--- config.mk ---
export PLATFORM = sky130hd
export DESIGN_NAME = countdown_timer
export DESIGN_NICKNAME = d
export VERILOG_FILES = /design/src/rtl/timer_pkg.sv /design/src/rtl/bcd2_add_sat.sv /design/src/rtl/countdown_timer.sv
export SDC_FILE = /design/constraint.sdc
export NUM_CORES = 1
export LEC_CHECK = 0
export ABC_CLOCK_PERIOD_IN_PS = 15800
export BUFFER_PORTS_ARGS = -buffer_cell sky130_fd_sc_hd__buf_4
export CORE_ASPECT_RATIO = 1.4
export CORE_MARGIN = 1
export CORE_UTILIZATION = 40
export CTS_BUF_LIST = sky130_fd_sc_hd__clkbuf_16
export CTS_CLUSTER_SIZE = 40
export DETAILED_ROUTE_END_ITERATION = 16
export PLACE_DENSITY = 0.59
export SYNTH_ARGS = -nofsm -noshare
export SYNTH_HDL_FRONTEND = slang
export SYNTH_SLANG_ARGS = --single-unit
--- constraint.sdc ---
create_clock -name clk -period 15.8 [get_ports clk]
set_input_delay 3.16 -clock clk [delete_from_list [all_inputs] [get_ports clk]]
set_output_delay 3.16 -clock clk [all_outputs]
set_load 0.02 [all_outputs]
--- src/rtl/timer_pkg.sv ---
// Shared types and constants for the game clock and the score counter.
package timer_pkg;

    // Two BCD digits, index 1 = tens, index 0 = ones.
    typedef logic [1:0][3:0] bcd2_t;

    localparam bcd2_t BCD2_MAX  = 8'h99;
    localparam bcd2_t BCD2_ZERO = 8'h00;

    typedef enum logic [1:0] {
        IDLE,
        RUN,
        EXPIRED
    } tstate_t;

    // Binary value of a valid two-digit BCD number (0..99).
    function automatic logic [6:0] bcd2_to_bin(input bcd2_t v);
        return 7'(v[1]) * 7'd10 + 7'(v[0]);
    endfunction

endpackage

--- src/rtl/bcd2_add_sat.sv ---
// Combinational two-digit BCD adder that saturates at 99.
// Digits above 9 on either input are treated as 9, so a malformed operand
// can never produce a non-BCD result.
module bcd2_add_sat
    import timer_pkg::*;
(
    input  bcd2_t a,
    input  bcd2_t b,
    output bcd2_t sum
);

    logic [3:0] a_ones, a_tens, b_ones, b_tens;
    logic [4:0] ones_raw, tens_raw;
    logic       carry;

    // Clamp digits, add ones with decimal carry, then tens with saturation.
    always_comb begin
        a_ones   = (a[0] > 4'd9) ? 4'd9 : a[0];
        a_tens   = (a[1] > 4'd9) ? 4'd9 : a[1];
        b_ones   = (b[0] > 4'd9) ? 4'd9 : b[0];
        b_tens   = (b[1] > 4'd9) ? 4'd9 : b[1];
        ones_raw = {1'b0, a_ones} + {1'b0, b_ones};
        carry    = (ones_raw > 5'd9);
        tens_raw = {1'b0, a_tens} + {1'b0, b_tens} + {4'b0, carry};
        // NOTE: every output gets a value on every path, otherwise a latch is inferred.
        sum[1]   = tens_raw[3:0];
        sum[0]   = carry ? 4'(ones_raw - 5'd10) : ones_raw[3:0];
        if (tens_raw > 5'd9) begin
            sum = BCD2_MAX;
        end
    end

endmodule

--- src/rtl/countdown_timer.sv ---
// Two-digit BCD game clock: loaded by add_time, counts down one unit every
// FRAMES_PER_SEC frames while run_en is high, and latches out_of_time at 00.
// Optional macro LOW_TIME_WARN_EN builds a blinking low-time warning
// (time_warn); without it time_warn is tied low.
module countdown_timer
    import timer_pkg::*;
#(
    parameter int FRAMES_PER_SEC = 30
`ifdef LOW_TIME_WARN_EN
    ,
    parameter int WARN_THRESH    = 10
`endif
) (
    input  logic            clk,
    input  logic            resetN,
    input  logic            startOfFrame,
    input  logic            run_en,
    input  logic            add_time,
    input  logic [1:0][3:0] time_to_add,
    output logic [1:0][3:0] time_digits,
    output logic            out_of_time,
    output logic            time_warn
);

    localparam int CNT_W = (FRAMES_PER_SEC > 1) ? $clog2(FRAMES_PER_SEC) : 1;
    localparam logic [CNT_W-1:0] CNT_LAST = CNT_W'(FRAMES_PER_SEC - 1);

    tstate_t          state, state_n;
    logic [CNT_W-1:0] frame_cnt, frame_cnt_n;
    bcd2_t            digits_n, dec, add_base, add_sum;
    logic             out_n, adv, tick;

    bcd2_add_sat u_add (
        .a  (add_base),
        .b  (time_to_add),
        .sum(add_sum)
    );

    // Frame advance/tick detection and BCD decrement with borrow.
    always_comb begin
        adv = startOfFrame && run_en && (state == RUN);
        tick = adv && (frame_cnt == CNT_LAST);
        dec = time_digits;
        if (tick && (time_digits != BCD2_ZERO)) begin
            if (time_digits[0] == 4'd0) begin
                dec[1] = time_digits[1] - 4'd1;
                dec[0] = 4'd9;
            end else begin
                dec[0] = time_digits[0] - 4'd1;
            end
        end
        // A load from IDLE starts from zero; in RUN the add follows the decrement.
        add_base = (state == IDLE) ? BCD2_ZERO : dec;
    end

    // Next-state and next-output logic of the IDLE/RUN/EXPIRED machine.
    always_comb begin
        state_n     = state;
        digits_n    = time_digits;
        frame_cnt_n = frame_cnt;
        out_n       = out_of_time;
        case (state)
            IDLE: begin
                if (add_time) begin
                    digits_n    = add_sum;
                    frame_cnt_n = '0;
                    if (add_sum != BCD2_ZERO) begin
                        state_n = RUN;
                    end
                end
            end
            RUN: begin
                if (adv) begin
                    frame_cnt_n = tick ? '0 : frame_cnt + 1'b1;
                end
                digits_n = add_time ? add_sum : dec;
                if (digits_n == BCD2_ZERO) begin
                    state_n = EXPIRED;
                    out_n   = 1'b1;
                end
            end
            EXPIRED: begin
                digits_n = BCD2_ZERO;
                out_n    = 1'b1;
            end
            default: begin
                state_n = IDLE;
            end
        endcase
    end

    // State, digit, frame counter and expiry registers.
    always_ff @(posedge clk or negedge resetN) begin
        if (!resetN) begin
            state       <= IDLE;
            time_digits <= BCD2_ZERO;
            frame_cnt   <= '0;
            out_of_time <= 1'b0;
        end else begin
            // NOTE: sequential state uses non-blocking assignments so all registers update together.
            state       <= state_n;
            time_digits <= digits_n;
            frame_cnt   <= frame_cnt_n;
            out_of_time <= out_n;
        end
    end

`ifdef LOW_TIME_WARN_EN
    localparam logic [CNT_W-1:0] CNT_HALF = CNT_W'(FRAMES_PER_SEC / 2);

    logic blink, blink_n, warn_n;

    // Blink phase flips on reaching count 0 and the half-second point.
    always_comb begin
        blink_n = blink;
        if (adv && ((frame_cnt_n == '0) || (frame_cnt_n == CNT_HALF))) begin
            blink_n = ~blink;
        end
        warn_n = (state_n == RUN) && blink_n &&
                 (bcd2_to_bin(digits_n) < 7'(WARN_THRESH));
    end

    // Blink phase and registered warning output.
    always_ff @(posedge clk or negedge resetN) begin
        if (!resetN) begin
            blink     <= 1'b0;
            time_warn <= 1'b0;
        end else begin
            blink     <= blink_n;
            time_warn <= warn_n;
        end
    end
`else
    assign time_warn = 1'b0;
`endif

endmodule

==> results of run 1 <==
==> power by group through the flow <==
stage / logic (uW) / clock network, uW / registers (uW)
2_1_floorplan: 229 / 0 / 80.0
4_1_cts: 310 / 51.5 / 74.3
3_5_place_dp: 308 / 0 / 75.0
5_1_grt: 350 / 54.3 / 76.6
6_report: 309 / 51.2 / 74.3
3_3_place_gp: 307 / 0 / 74.5
==> through the flow <==
| step | power (uW) | area [um^2] | utilization | std cells | hold WS [ns] |
|---|---|---|---|---|---|
| after floorplan | 309 | 1940 | - | 240 | 0.468 |
| final | 434 | 2200 | 0.478 | 316 | 0.474 |
| after global routing | 481 | 2200 | 0.478 | 316 | 0.490 |
| after CTS | 436 | 2200 | 0.478 | 316 | 0.472 |
| after global placement | 382 | 2120 | 0.461 | 312 | 0.449 |
| after detailed placement | 384 | 2120 | 0.461 | 312 | 0.458 |
==> flip-flops by register name, summed over array words and instances, names as in the netlist <==
name,cells
time_digits,8
out_of_time,1
state,2
frame_cnt,5
==> synth_stat cells (all sizes together), types with 5 or more instances <==
master,n
nand3,7
o21ai,25
clkbuf,7
nand2,21
nor2b,9
inv,14
ha,17
a22oi,5
a21oi,8
dfrtp,16
nand2b,8
mux2i,5
nor2,17
==> layer usage <==
| layer | global-route usage | vias up | wire length (um) |
|---|---|---|---|
| met2 | 0.339 | 29 | 2330 |
| met5 | 0 | - | 0 |
| li1 | - | 910 | - |
| met1 | 0.251 | 827 | 2110 |
| met4 | 0.0826 | 0 | 109 |
| met3 | 0.00924 | 9 | 61 |
==> worst register-to-register path, stage by stage, from the launching register on <==
cell and delay [ns]:
dfrtp_1 0.39, inv_1 0.10, ha_1 0.57, nand3_1 0.27, or2_1 0.34, o41ai_1 0.26, o21ai_0 0.31, or3_1 0.43
inv_1 0.07, ha_1 0.21, a21o_1 0.20, a21oi_1 0.25, xnor2_1 0.26, a21oi_1 0.14, fa_1 0.40, inv_1 0.09
fa_1 0.48, nor2_2 0.17, a211o_1 0.15, and2_0 0.35, and4_1 0.26, o2111ai_2 0.16, a21oi_2 0.18, mux2_1 0.32
==> kinds of logic after synthesis <==
group           count (synthesis)
compound gates                 73
mux                             7
xor+xnor                        5
flops                          16
buf+inv                        25
simple gates                   93
other cells                     1
fa+ha+maj                      20
==> cell usage in the layout (no fill, tap or decap), types with 3 or more instances in the layout <==
master,n
nand2_1,21
nor3b_1,3
nor2_1,16
a21o_1,4
inv_1,14
o21ai_1,3
nand2b_1,8
nor2b_1,9
mux2i_1,5
o21ai_0,22
a22oi_1,5
a22o_1,3
nor4_1,3
xnor2_1,3
nand4_1,3
ha_1,17
o21a_1,3
clkbuf_16,3
fa_1,3
nand3_1,7
buf_4,21
dfrtp_1,16
o31ai_1,4
nor3_1,4
a21oi_1,7
==> path summary, 6_finish.rpt <==
path                               from        endpoint  depth (start not counted)
hold reg to reg             out_of_time     out_of_time                          1
min in group asynchronous        resetN    frame_cnt[2]                          1
setup / recovery           startOfFrame        state[0]                         22
hold / removal              out_of_time     out_of_time                          1
setup reg to reg               state[1]        state[0]                         23
max in group asynchronous        resetN  time_digits[0]                          1
==> cell type report <==
| cell class | count | area (um^2) | area share |
|---|---|---|---|
| multi-input combinational | 199 | 1440 | 0.652 |
| tap | 62 | 77.6 | 0.0352 |
| clock buffer | 3 | 75.1 | 0.0341 |
| timing repair buffer | 21 | 158 | 0.0716 |
| sequential | 16 | 400 | 0.182 |
| clock inverter | 1 | 3.75 | 0.00170 |
| inverter | 14 | 52.6 | 0.0239 |
==> metrics.yaml, run 1 <==
status:
  outcome: "completed"
detailed_routing:
  vias: 1775
  drtPass1Iterations: 4
  post_drt_via_cell_ratio: 5.62
  drt-total-wl_um: 4610
  ant_nets: 0
  drc_errors: 0
  drt_iter0_drc: 89
  wl_per_cell_um: 14.6
worst_hold_path:
  worstHoldPathType: "flop to flop"
power:
  p_sw_frac: 0.505
  pwr-share-comb: 0.711
  vdd_drop_max_mv: 0.0675
  clockPowerShare: 0.118
  switchingPower_uw: 219
  p_leak_uw: 0.000966
  seqPwrFrac: 0.171
  power_density_nw_per_um2: 197
  intPower_uw: 215
die:
  die_area_um2: 5130
  num_rows: 29
  io_pins: 23
  die_w_um: 60.8
  coreArea_um2: 4610
  die_y_um: 84.3
  initial_utilization: 0.420
logic_synthesis:
  synth_cells: 240
  synth_cell_type_count: 67
  synth_top_family_by_area: "simple AND/OR/NAND/NOR gates"
  synth_nets: 273
  yosys.area_share.simple: 0.273
  syn_area_um2: 1940
  synth_xor_area_frac: 0.0226
  yosys_most_used_dff: "dfrtp_1"
  yosysSeqAreaShare: 0.207
  yosys_warnings: 0
  synth.area.mux_share: 0.0375
  avgSynthCellArea_um2: 8.07
  synth-edff-count: 0
  synth_area_leaders: "dfrtp_1 (21%), ha_1 (11%), o21ai_0 (5.7%)"
  synth-seq-cells: 16
  synth_top_area_share: 0.207
  synth-compound-area-share: 0.266
  async_reset_ff_frac: 1.00
  yosys.area_share.adder: 0.141
  yosysTopAreaCell: "dfrtp_1"
setup_path:
  cp_top_family: "simple AND/OR/NAND/NOR gates"
  worstPathMaxFanout: 8
  crit_buf_inv: 3
  start_kind: "input port"
  crit_chain: "buf_4 -> nand4_1 -> or2_1 -> o41ai_1 -> o21ai_0 -> or3_1 -> inv_1 -> ha_1 -> a21o_1 -> a21oi_1 -> xnor2_1 -> a21oi_1 -> fa_1 -> inv_1 -> fa_1 -> nor2_2 -> a211o_1 -> and2_0 -> and4_1 -> o2111ai_2 -> a21oi_2 -> mux2_1"
  path_class: "input port to flop"
  cp-end-kind: "flop"
  cp_slowest_cell: "fa_1"
  rrSetupSlack_ns: 9.34
  crit_arrival_ns: 8.44
  slowest_delay_ns: 0.48
  cp.required_ns: 15.93
grt:
  grt_first_pass_wirelength_um: 7800
  antenna_found_initial: 0
  grt_pass1_vias: 1718
  grt_overflow: 0
  grt_util_all_layers: 0.198
  grt_max_degree: 18
clock_network:
  cts.clk_slew.worst_paths_ns: 0.05
  cts_hold_buffers: 0
  htreeDepth: 1
  post_cts_buffers: 0
  clk_latency_ns: 0.25
  cts_buffers: 3
  clock-sinks: 16
  cts-resized-gates: 0
  clockBufferDepth: 2
  cts_tree: "yes"
  clock_tree.root_cell: "clkbuf_16"
place:
  place.gp.congestion: 0.815
  dp_hpwl_um: 3730
  post-place-ws_ns: 7.26
  portBuffers: 21
finish:
  fill_cells: 498
  area_growth_pct: 13.8
  antenna_cells: 0
  fin_nets: 288
  drive_above_1_share: 0.150
timing:
  period_share: 0.526
  hold_viol_final: 0
  drv_slew: 0
  fmax_mhz: 120
  relSlewSlack: 0.580
  finalSetupViolCount: 0
  setup_ws_ns: 7.50
  period_needed_ns: 8.30
  worst_pin_slew_ns: 0.623
  rsz0062_at_grt: "false"
  tns_ns: 0
  skew_ns: 0.00121
flow_run:
  cap_violations: 0
No activity file was read; power rests on OpenSTA's default activity.
==> run 2: changes to the inputs <==
ABC_CLOCK_PERIOD_IN_PS = 7800   (was 15800)
clock period = 7.8 ns   (was 15.8 ns; I/O delays follow)
==> metrics.yaml, run 2 (synthesis results as in run 1) <==
status:
  outcome: "completed"
die:
  die_y_um: 84.3
  die_w_um: 60.8
  initial_utilization: 0.420
  die_area_um2: 5130
  num_rows: 29
  coreArea_um2: 4610
  io_pins: 23
detailed_routing:
  drt-total-wl_um: 4530
  drc_errors: 0
  post_drt_via_cell_ratio: 5.50
  ant_nets: 0
  drt_iter0_drc: 87
  drtPass1Iterations: 6
  wl_per_cell_um: 14.3
  vias: 1738
finish:
  seq_area_um2: 400
  final_cell_mix: "o21ai_0 (22), nand2_1 (21), buf_4 (21)"
  design_area_um2: 2200
  top_register: "time_digits"
  drive_above_1_share: 0.150
  multi_input_area_um2: 1440
  layout_commonest_cell: "o21ai_0"
  fin_nets: 288
  largest_register_ffs: 8
  utilization: 0.478
  top_regs: "time_digits: 8 flops, frame_cnt: 5 flops, state: 2 flops"
  area_growth_pct: 13.8
  antenna_cells: 0
  fill_cells: 477
power:
  p_leak_uw: 0.000966
  power_density_nw_per_um2: 399
  vdd_drop_max_mv: 0.159
worst_hold_path:
  worstHoldPathType: "flop to flop"
  hold_path.startpoint: "out_of_time"
  min_to: "out_of_time"
  min_path_cells: 1
setup_path:
  worstPathMaxFanout: 8
  path_class: "input port to flop"
  r2r_cells: 23
  cp-end-kind: "flop"
  crit_arrival_ns: 6.83
  rrSetupSlack_ns: 1.33
  startpoint: "startOfFrame"
  reg2reg_from: "state[1]"
  cp.required_ns: 7.93
  slowest_delay_ns: 0.47
  crit_chain: "buf_4 -> nand4_1 -> or2_1 -> o41ai_1 -> o21ai_0 -> or3_1 -> inv_1 -> ha_1 -> a21o_1 -> a21oi_1 -> xnor2_1 -> a21oi_1 -> fa_1 -> inv_1 -> fa_1 -> nor2_2 -> a211o_1 -> and2_0 -> and4_1 -> o2111ai_2 -> a21oi_2 -> mux2_1"
  start_kind: "input port"
  cp_slowest_cell: "fa_1"
  timing.rr.end: "state[0]"
grt:
  grt_max_degree: 18
  antenna_found_initial: 0
  grt_overflow: 0
  grt_first_pass_wirelength_um: 7760
  grt_util_all_layers: 0.196
  grt_pass1_vias: 1707
place:
  place_area_um2: 2120
  portBuffers: 21
  dp_hpwl_um: 3700
  post-place-ws_ns: 0.870
  place.gp.congestion: 0.815
timing:
  fmax_mhz: 149
  hold_viol_final: 0
  skew_ns: 0.00203
  period_needed_ns: 6.70
  finalSetupViolCount: 0
  worst_pin_slew_ns: 0.668
  rsz0062_at_grt: "false"
  period_share: 0.859
  timing.hold.ws_ns: 0.465
  drv_slew: 0
  relSlewSlack: 0.550
  setup_ws_ns: 1.10
  tns_ns: 0
flow_run:
  cap_violations: 0
clock_network:
  clockBufferDepth: 2
  clock_tree.root_cell: "clkbuf_16"
  post_cts_buffers: 0
  htreeDepth: 1
  cts_tree: "yes"
  clock-sinks: 16
  cts_hold_buffers: 0
  cts-resized-gates: 0
  clk_latency_ns: 0.25
  cts.clk_slew.worst_paths_ns: 0.05
  cts_buffers: 3
-- run 2: cell counts in the layout (fill, tap and decap cells not counted) --
No cell type changed its count.
-- run 2: worst max path at each step --
stage,cells past startpoint,to
5_1_grt,22,state[0]
2_1_floorplan,22,state[0]
3_5_place_dp,22,state[0]
6_report,22,state[0]
3_3_place_gp,22,state[0]
4_1_cts,22,state[0]
-- run 2: critical path, delay by kind of cell --
kind | cells | cell delay [ns]
AOI/OAI and AO/OA | 8 | 1.65
xor gates and xnor gates | 1 | 0.26
adders and majority gates | 3 | 1.08
buffers and inverters | 3 | 0.25
muxes | 1 | 0.32
and+or+nand+nor | 6 | 1.72
-- run 2: through the flow --
step,total power [uW],std cells
CTS,882,316
floorplan,627,240
global route,972,316
detailed placement,775,312
finish,879,316
global placement,773,312
-- run 2: final cells by class --
type,instances,area share
multi-input combinational,199,0.652
tap,62,0.0352
sequential,16,0.182
clock buffer,3,0.0341
inverter,14,0.0239
clock inverter,1,0.00170
timing repair buffer,21,0.0716
-- run 2: where the power goes --
group / switching (uW) / internal (uW) / leakage, uW
sequential: 38.8 / 112 / 0.000203
clock: 34.5 / 68.2 / 0.0000385
combinational: 370 / 255 / 0.000724
total: 443 / 436 / 0.000966
-- run 2: routing by layer --
metal,GRT usage,share of wire,up-vias
met5,0,0,-
met4,0.0826,0.024,0
met3,0.00924,0.013,9
met2,0.329,0.50,25
met1,0.254,0.47,796
li1,-,-,908
==> run 3: changes to the inputs <==
CTS_BUF_LIST = sky130_fd_sc_hd__clkbuf_2   (was sky130_fd_sc_hd__clkbuf_16)
==> metrics.yaml, run 3 (synthesis results as in run 1) <==
status:
  outcome: "completed"
setup_path:
  cp-end-kind: "flop"
  startpoint: "startOfFrame"
  reg2reg_from: "state[1]"
  r2r_cells: 23
  crit_arrival_ns: 6.83
  rrSetupSlack_ns: 1.31
  path_class: "input port to flop"
  cp.required_ns: 8.01
  start_kind: "input port"
  slowest_delay_ns: 0.47
  cp_slowest_cell: "fa_1"
  timing.rr.end: "state[0]"
  crit_chain: "buf_4 -> nand4_1 -> or2_1 -> o41ai_1 -> o21ai_0 -> or3_1 -> inv_1 -> ha_1 -> a21o_1 -> a21oi_1 -> xnor2_1 -> a21oi_1 -> fa_1 -> inv_1 -> fa_1 -> nor2_2 -> a211o_1 -> and2_0 -> and4_1 -> o2111ai_2 -> a21oi_2 -> mux2_1"
  worstPathMaxFanout: 8
worst_hold_path:
  hold_path.startpoint: "out_of_time"
  min_to: "out_of_time"
  worstHoldPathType: "flop to flop"
  min_path_cells: 1
power:
  power_density_nw_per_um2: 381
  p_leak_uw: 0.000942
  vdd_drop_max_mv: 0.133
  pwr-share-comb: 0.767
  clockPowerShare: 0.050
  seqPwrFrac: 0.183
  p_sw_frac: 0.537
  switchingPower_uw: 438
  intPower_uw: 378
  total_power_uw: 816
clock_network:
  htreeDepth: 1
  clock-sinks: 16
  cts.clk_slew.worst_paths_ns: 0.17
  cts-resized-gates: 0
  clock_tree.root_cell: "clkbuf_2"
  post_cts_buffers: 0
  cts_buffers: 3
  cts_tree: "yes"
  cts_hold_buffers: 0
  clk_latency_ns: 0.30
  clockBufferDepth: 2
timing:
  hold_viol_final: 0
  worst_pin_slew_ns: 0.661
  rsz0062_at_grt: "false"
  timing.hold.ws_ns: 0.489
  period_share: 0.849
  finalSetupViolCount: 0
  relSlewSlack: 0.554
  period_needed_ns: 6.62
  tns_ns: 0
  skew_ns: 0.00557
  drv_slew: 0
  fmax_mhz: 151
grt:
  grt_busiest_layer: "met2"
  grt_overflow: 0
  use_met1: 0.254
  met3_usage: 0.00924
  antenna_found_initial: 0
  grt_max_degree: 18
  grt_util_all_layers: 0.196
  grt_pass1_vias: 1705
  grt_first_pass_wirelength_um: 7750
  met2_usage: 0.328
die:
  die_area_um2: 5130
  num_rows: 29
  die_y_um: 84.3
  die_w_um: 60.8
  io_pins: 23
  initial_utilization: 0.420
  coreArea_um2: 4610
detailed_routing:
  drt_iter0_drc: 104
  vias: 1747
  post_drt_via_cell_ratio: 5.53
  drc_errors: 0
  drtPass1Iterations: 6
  drt-total-wl_um: 4530
  ant_nets: 0
  wl_per_cell_um: 14.3
finish:
  drive_above_1_share: 0.150
  fin_nets: 288
  design_area_um2: 2140
  fill_cells: 489
  area_growth_pct: 10.7
  top_register: "time_digits"
  antenna_cells: 0
  largest_register_ffs: 8
  top_regs: "time_digits: 8 flops, frame_cnt: 5 flops, state: 2 flops"
  final_cell_mix: "o21ai_0 (22), nand2_1 (21), buf_4 (21)"
  layout_commonest_cell: "o21ai_0"
place:
  dp_hpwl_um: 3700
  place_area_um2: 2120
  portBuffers: 21
  place.gp.congestion: 0.815
flow_run:
  cap_violations: 0
## run 3: cell counts in the layout (fill, tap and decap cells not counted)
No cell type changed its count.
## run 3: through the flow
step	cells	setup WS (ns)	utilization
2_1_floorplan	240	1.47	-
3_3_place_gp	312	1.01	0.461
3_5_place_dp	312	0.870	0.461
4_1_cts	316	1.22	0.465
5_1_grt	316	0.788	0.465
6_report	316	1.18	0.465
## run 3: worst max path at each step
| stage | endpoint | slack (ns) | cells after the start |
|---|---|---|---|
| after floorplan | state[0] | 1.47 | 22 |
| after global placement | state[0] | 1.01 | 22 |
| after detailed placement | state[0] | 0.87 | 22 |
| after CTS | state[0] | 1.22 | 22 |
| after global routing | state[0] | 0.79 | 23 |
| final | state[0] | 1.18 | 22 |
## run 3: final cells by class
| type | count | area, um^2 | area share |
|---|---|---|---|
| clock buffer | 3 | 15.0 | 0.00701 |
| clock inverter | 1 | 3.75 | 0.00175 |
| inverter | 14 | 52.6 | 0.0245 |
| multi-input combinational | 199 | 1440 | 0.670 |
| sequential | 16 | 400 | 0.187 |
| tap | 62 | 77.6 | 0.0362 |
| timing repair buffer | 21 | 158 | 0.0736 |
## run 3: per-layer routing
layer,part of all wire,up-vias
li1,-,907
met1,0.47,806
met2,0.50,28
met5,0,-
met4,0.020,0
met3,0.015,6
## run 3: power groups by stage
stage                     Clock (uW)  Combinational [uW]  Sequential, uW
after floorplan                    0                 465             162
after global placement             0                 622             151
after detailed placement           0                 623             152
after CTS                       41.9                 627             150
after global routing            46.7                 707             155
final                           40.4                 626             150
## run 3: critical path, delay by kind of cell
family | cells | cell delay [ns]
fa+ha+maj | 3 | 1.08
compound gates | 8 | 1.66
xor+xnor | 1 | 0.26
mux | 1 | 0.32
buf+inv | 3 | 0.25
simple gates | 6 | 1.72
